==> config.mk <==
export PLATFORM = sky130hd
export DESIGN_NAME = mmio_io_ctrl
export DESIGN_NICKNAME = d
export VERILOG_FILES = /design/src/rtl/mmio_io_ctrl.sv
export SDC_FILE = /design/constraint.sdc
export NUM_CORES = 1
export LEC_CHECK = 0
export ABC_AREA = 1
export CORE_MARGIN = 2
export CORE_UTILIZATION = 39
export DETAILED_ROUTE_END_ITERATION = 8
export PLACE_DENSITY = 0.79
export SYNTH_ARGS = -nofsm -noshare
export SYNTH_HDL_FRONTEND = slang
export SYNTH_SLANG_ARGS = --single-unit
==> constraint.sdc <==
create_clock -name clk -period 2.6 [get_ports clk]
set_clock_uncertainty 0.15 [all_clocks]
set_input_delay 0.78 -clock clk [delete_from_list [all_inputs] [get_ports clk]]
set_output_delay 0.78 -clock clk [all_outputs]
set_load 0.1 [all_outputs]
==> src/rtl/mmio_io_ctrl.sv <==
// Purpose : bridges memory-stage load/store requests onto the two-register IO block
//           (output word at offset 0x0, input word at offset 0x4) with sub-word
//           extract/extend on loads and optional read-modify-write for sub-word stores.
// Latency : loads 2 cycles after accept, word stores / errors 1, sub-word stores 3.
// Backpressure: mem_req is held by the requester until the one-cycle mem_ready pulse;
//           requests are only sampled in IDLE.
// Ports   : clk/rst (sync, active-high); mem_* request/response to the memory stage;
//           io_address/io_wr_H_rd_L/io_datain drive the IO block, io_dataout is its
//           registered read port.
// Option  : define MMIO_SUBWORD_STORE_EN to build the RMW path; without it any byte or
//           half store completes with mem_err and no IO strobe.
module mmio_io_ctrl #(
    parameter logic [31:0] IO_BASE = 32'h1000_0000,
    parameter logic [31:0] IO_MASK = 32'hFFFF_FFF0
) (
    input  logic        clk,
    input  logic        rst,
    input  logic        mem_req,
    input  logic        mem_we,
    input  logic [31:0] mem_addr,
    input  logic [1:0]  mem_size,
    input  logic        mem_unsigned,
    input  logic [31:0] mem_wdata,
    output logic [31:0] mem_rdata,
    output logic        mem_ready,
    output logic        mem_err,
    output logic        io_address,
    output logic        io_wr_H_rd_L,
    output logic [31:0] io_datain,
    input  logic [31:0] io_dataout
);

    typedef enum logic [2:0] {
        IDLE,
        RD_WAIT,
        RD_DONE,
`ifdef MMIO_SUBWORD_STORE_EN
        RMW_WR,
`endif
        RESP
    } state_t;

    state_t      r_state;
    state_t      w_next;

    logic [1:0]  r_addr;
    logic [1:0]  r_size;
    logic        r_we;
    logic        r_uns;
    logic        r_err;
    logic [31:0] r_rdata;
    logic        r_io_address;
    logic [31:0] r_io_datain;
`ifdef MMIO_SUBWORD_STORE_EN
    logic [31:0] r_wdata;
    logic [31:0] w_merged;
`endif

    logic        w_hit;
    logic        w_misal;
    logic        w_err;
    logic        w_accept;
    logic        w_do_wstore;
    logic        w_do_read;
    logic [31:0] w_shifted;
    logic [31:0] w_load_val;

    // ---------------------------------------------------------------- decode
    assign w_hit   = ((mem_addr & IO_MASK) == IO_BASE);
    assign w_misal = ((mem_size == 2'b01) && mem_addr[0]) ||
                     ((mem_size == 2'b10) && (mem_addr[1:0] != 2'b00));

    always_comb begin
        w_err = (mem_size == 2'b11) || w_misal ||
                mem_addr[3] ||                 // words 0x8 / 0xC are unmapped
                (mem_we && mem_addr[2]);       // input register is read-only
`ifndef MMIO_SUBWORD_STORE_EN
        if (mem_we && (mem_size != 2'b10)) begin
            w_err = 1'b1;
        end
`endif
    end

    // Accept is suppressed during reset so no strobe can escape in the reset cycle.
    assign w_accept    = (r_state == IDLE) && mem_req && w_hit && !rst;
    assign w_do_wstore = w_accept && !w_err && mem_we && (mem_size == 2'b10);
    // Loads and the read half of an RMW both issue a read in the accept cycle.
    assign w_do_read   = w_accept && !w_err && !(mem_we && (mem_size == 2'b10));

    // ---------------------------------------------------------------- load extract
    assign w_shifted = io_dataout >> {r_addr, 3'b000};

    always_comb begin
        w_load_val = w_shifted;
        unique case (r_size)
            2'b00:   w_load_val = {{24{~r_uns & w_shifted[7]}},  w_shifted[7:0]};
            2'b01:   w_load_val = {{16{~r_uns & w_shifted[15]}}, w_shifted[15:0]};
            default: w_load_val = w_shifted;
        endcase
    end

`ifdef MMIO_SUBWORD_STORE_EN
    // Drop the store lane(s) into the freshly read output register.
    always_comb begin
        w_merged = io_dataout;
        if (r_size == 2'b00) begin
            w_merged[{r_addr, 3'b000} +: 8] = r_wdata[7:0];
        end else begin
            w_merged[{r_addr[1], 4'b0000} +: 16] = r_wdata[15:0];
        end
    end
`endif

    // ---------------------------------------------------------------- next state
    always_comb begin
        w_next = r_state;
        unique case (r_state)
            IDLE: begin
                if (w_accept) begin
                    if (w_err || w_do_wstore) begin
                        w_next = RESP;
                    end else begin
                        w_next = RD_WAIT;
                    end
                end
            end
`ifdef MMIO_SUBWORD_STORE_EN
            RD_WAIT: w_next = r_we ? RMW_WR : RD_DONE;
            RMW_WR:  w_next = RESP;
`else
            RD_WAIT: w_next = RD_DONE;
`endif
            RD_DONE: w_next = IDLE;
            RESP:    w_next = IDLE;
            default: w_next = IDLE;
        endcase
    end

    // ---------------------------------------------------------------- registers
    always_ff @(posedge clk) begin
        if (rst) begin
            r_state      <= IDLE;
            r_addr       <= '0;
            r_size       <= '0;
            r_we         <= 1'b0;
            r_uns        <= 1'b0;
            r_err        <= 1'b0;
            r_rdata      <= '0;
            r_io_address <= 1'b0;
            r_io_datain  <= '0;
`ifdef MMIO_SUBWORD_STORE_EN
            r_wdata      <= '0;
`endif
        end else begin
            r_state <= w_next;
            if (w_accept) begin
                r_addr  <= mem_addr[1:0];
                r_size  <= mem_size;
                r_we    <= mem_we;
                r_uns   <= mem_unsigned;
                r_err   <= w_err;
                r_rdata <= '0;      // stores and errors return zero data
`ifdef MMIO_SUBWORD_STORE_EN
                r_wdata <= mem_wdata;
`endif
            end
            if (w_do_wstore || w_do_read) begin
                r_io_address <= mem_addr[2];
            end
            if (w_do_wstore) begin
                r_io_datain <= mem_wdata;
            end
            if (r_state == RD_WAIT) begin
                if (!r_we) begin
                    r_rdata <= w_load_val;
                end
`ifdef MMIO_SUBWORD_STORE_EN
                else begin
                    r_io_datain <= w_merged;
                end
`endif
            end
        end
    end

    // ---------------------------------------------------------------- outputs
    // IO strobes are driven combinationally in the accept cycle so the IO block
    // acts on the edge that ends it; between accesses the registered copies hold.
    assign io_address = (w_do_wstore || w_do_read) ? mem_addr[2] : r_io_address;
    assign io_datain  = w_do_wstore ? mem_wdata : r_io_datain;
`ifdef MMIO_SUBWORD_STORE_EN
    assign io_wr_H_rd_L = w_do_wstore || (r_state == RMW_WR);
`else
    assign io_wr_H_rd_L = w_do_wstore;
`endif

    assign mem_ready = (r_state == RD_DONE) || (r_state == RESP);
    assign mem_err   = r_err && mem_ready;
    assign mem_rdata = r_rdata;

endmodule

==> impl_metrics.toml <==
[final_layout]
synthToLayoutAreaGrowth_pct = 99.4
layout.nets = 979
final_common_cell = "nand2_1"
num-fill-cells = 614
seqCellArea_um2 = 1480
layout_common_cells = "nand2_1 (137), buf_4 (118), nor2_1 (83)"
finalInstanceArea_um2 = 8150
multi_input_area_um2 = 3180
drive_above_1_share_pct = 40.4

[global_route]
grt_max_degree = 50
grt_pass1_vias = 5428
antenna_found_initial = 1
grt_pass1_wl_mm = 27.6
grt_overflow = 0
grt.total_usage_pct = 31.3

[synth]
syn_inst = 628
yosysWarnings = 0
synth_area_per_cell_um2 = 6.51
synth.net_count = 731
synth.yosys.seq_area_share_pct = 36.2
yosys_register_bits = 74
yosysUniqueCellTypes = 24
synth_area_um2 = 4090

[clock_network]
root_buffer = "clkbuf_8"
numCtsBuffers = 9
cts_sinks = 74
htreeDepth = 3
cts_max_path_buffers = 2
hold_buffers = 0
path_clk_slew_ps = 90
cts_tree = "yes"
clock_latency_ps = 370

[route]
wl_per_cell_um = 18.5
drc_errors = 0
routed-via-count = 5629
firstDrtPassIters = 5
via_per_inst = 5.53
antenna_left = 0
drtIter0Drc = 605
routed_wl_mm = 18.9

[pwr]
p_comb_share_pct = 15.9
total_leakage_power_nw = 3.51
intPower_w = 0.00170
switching_share_pct = 27.4
ir_worst_vdd_uv = 280
p_clk_share_pct = 35.8
p_switching_w = 0.000643
power.density_nw_per_um2 = 288
p_seq_share_pct = 48.3

[timing]
period_share_pct = 129
grt_setup_unrepaired = "yes"
final.min_clock_period_ps = 3350
slew-limit-headroom_pct = 52.3
max_slew.worst_pin.slew_ps = 711
fmax_mhz = 298
finalWorstSetupSlack_ps = -754
slew_viol_final = 0
setup-violations-final = 35
timing.final.hold_violations = 0

[placement]
place.gp.congestion = 0.914
port_buffers = 170
pre_cts_slack_ps = -1020
place_hpwl_mm = 10.6
place_area_um2 = 7080

[worst_setup_path]
crit_path_end_kind = "output pin"
worstPathRequired_ps = 1670
path_class = "input port to output pin"
max_stage_delay_ps = 220
crit_chain = "buf_2, inv_1, nor2_1, nand2_1, nor2_1, nand2_1, nor2_4, buf_6, buf_6, buf_12, nand4_1, nand2_4, buf_12"
critPathArrivalTime_ps = 2420
critPathBufInv = 6
cp_slowest_cell = "nor2_4"
critPathLaunchType = "input port"
cp_top_family = "simple AND/OR/NAND/NOR gates"
crit_fanout = 7

[die]
die_h_um = 106
die_w_um = 106
core_um2 = 10200
dieArea_um2 = 11300
rows = 37
start_util_pct = 40.0
ios = 171

[status]
status = "finished, violations left"
violations = "setup timing"

[job]
maxCapViolCount = 0

[min_path]
hold_class = "register to register"
==> cell usage after synthesis (all sizes together) <==
| cell | number | area share (%) |
|---|---|---|
| inv | 34 | 3.1 |
| nor2 | 102 | 9.7 |
| and2 | 1 | 0.15 |
| a21oi | 60 | 7.4 |
| dfxtp | 74 | 36 |
| o211ai | 14 | 2.6 |
| nand2 | 208 | 19 |
| clkbuf | 18 | 1.7 |
| o21ai | 31 | 3.8 |
| clkinv | 1 | 0.092 |
| nand3 | 19 | 2.3 |
| buf | 26 | 4.3 |
| nand4 | 33 | 8.1 |
| o31ai | 7 | 1.3 |
==> per-layer routing <==
metal	up-vias	track usage, %	wire [um]
li1	2551	-	-
met1	2626	36.1	6920
met4	0	15.2	957
met3	91	6.32	1620
met2	361	55.0	9350
met5	-	0	0
==> state kept, by name, indices dropped and copies added (netlist names) <==
register,count
mem_rdata,32
r_io_datain,32
r_addr,2
r_size,2
r_state,2
r_err,1
r_io_address,1
r_uns,1
r_we,1
==> cell families (layout without fill, tap and decap cells) <==
family          count (synthesis)  after routing  synth area share [%]
flops                          74             74                  36.2
simple gates                  363            363                  39.5
buf+inv                        79            332                  9.18
other cells                     0              1                     0
compound gates                112            112                  15.1
==> power groups by stage <==
stage                     combinational, W  clock, W  sequential (W)
after floorplan                  0.0000959         0         0.00116
final                             0.000373  0.000841         0.00113
after global placement            0.000302         0         0.00116
after global routing              0.000394  0.000877         0.00113
after CTS                         0.000340  0.000816         0.00113
after detailed placement          0.000307         0         0.00116
==> worst min-delay path: stages, from the launching register on <==
cell and delay (ps):
dfxtp_1 340, nand2_1 70, a21oi_1 50
==> path summary, 6_finish.rpt <==
kind                            slack (ps)  cells past startpoint                    start                          to
worst max-delay path                  -750                     13             mem_addr[28]                io_datain[0]
worst min-delay path                   350                      2        r_we$_SDFFE_PP0P_           r_we$_SDFFE_PP0P_
worst max register to register        -470                     18  r_state[0]$_SDFFE_PP0P_  r_io_datain[30]$_SDFF_PP0_
worst min register to register         350                      2        r_we$_SDFFE_PP0P_           r_we$_SDFFE_PP0P_
==> per-stage QoR <==
stage	TNS, ps	power (W)	utilization, %	hold slack [ps]	std cells
floorplan	-8720	0.00125	-	291	628
global placement	-38270	0.00146	69.2	303	945
detailed placement	-44270	0.00147	69.2	312	945
CTS	-19240	0.00229	77.3	325	1013
global route	-24880	0.00240	79.7	353	1018
finish	-22930	0.00235	79.7	348	1018
==> final cells by class <==
cell class | count | share of cell area (%)
Clock inverter | 3 | 0.184
Timing Repair Buffer | 281 | 36.9
Antenna cell | 1 | 0.0307
Multi-Input combinational cell | 475 | 39.0
Tap cell | 136 | 2.09
Inverter | 35 | 1.76
Clock buffer | 13 | 1.83
Sequential cell | 74 | 18.2
==> repair_timing <==
item	in CTS	in global routing
pin swaps	33	28
endpoints found under the setup margin	36	36
resized for setup	204	64
cloned	5	0
buffers inserted	48	13
No activity file was read; power rests on OpenSTA's default activity.
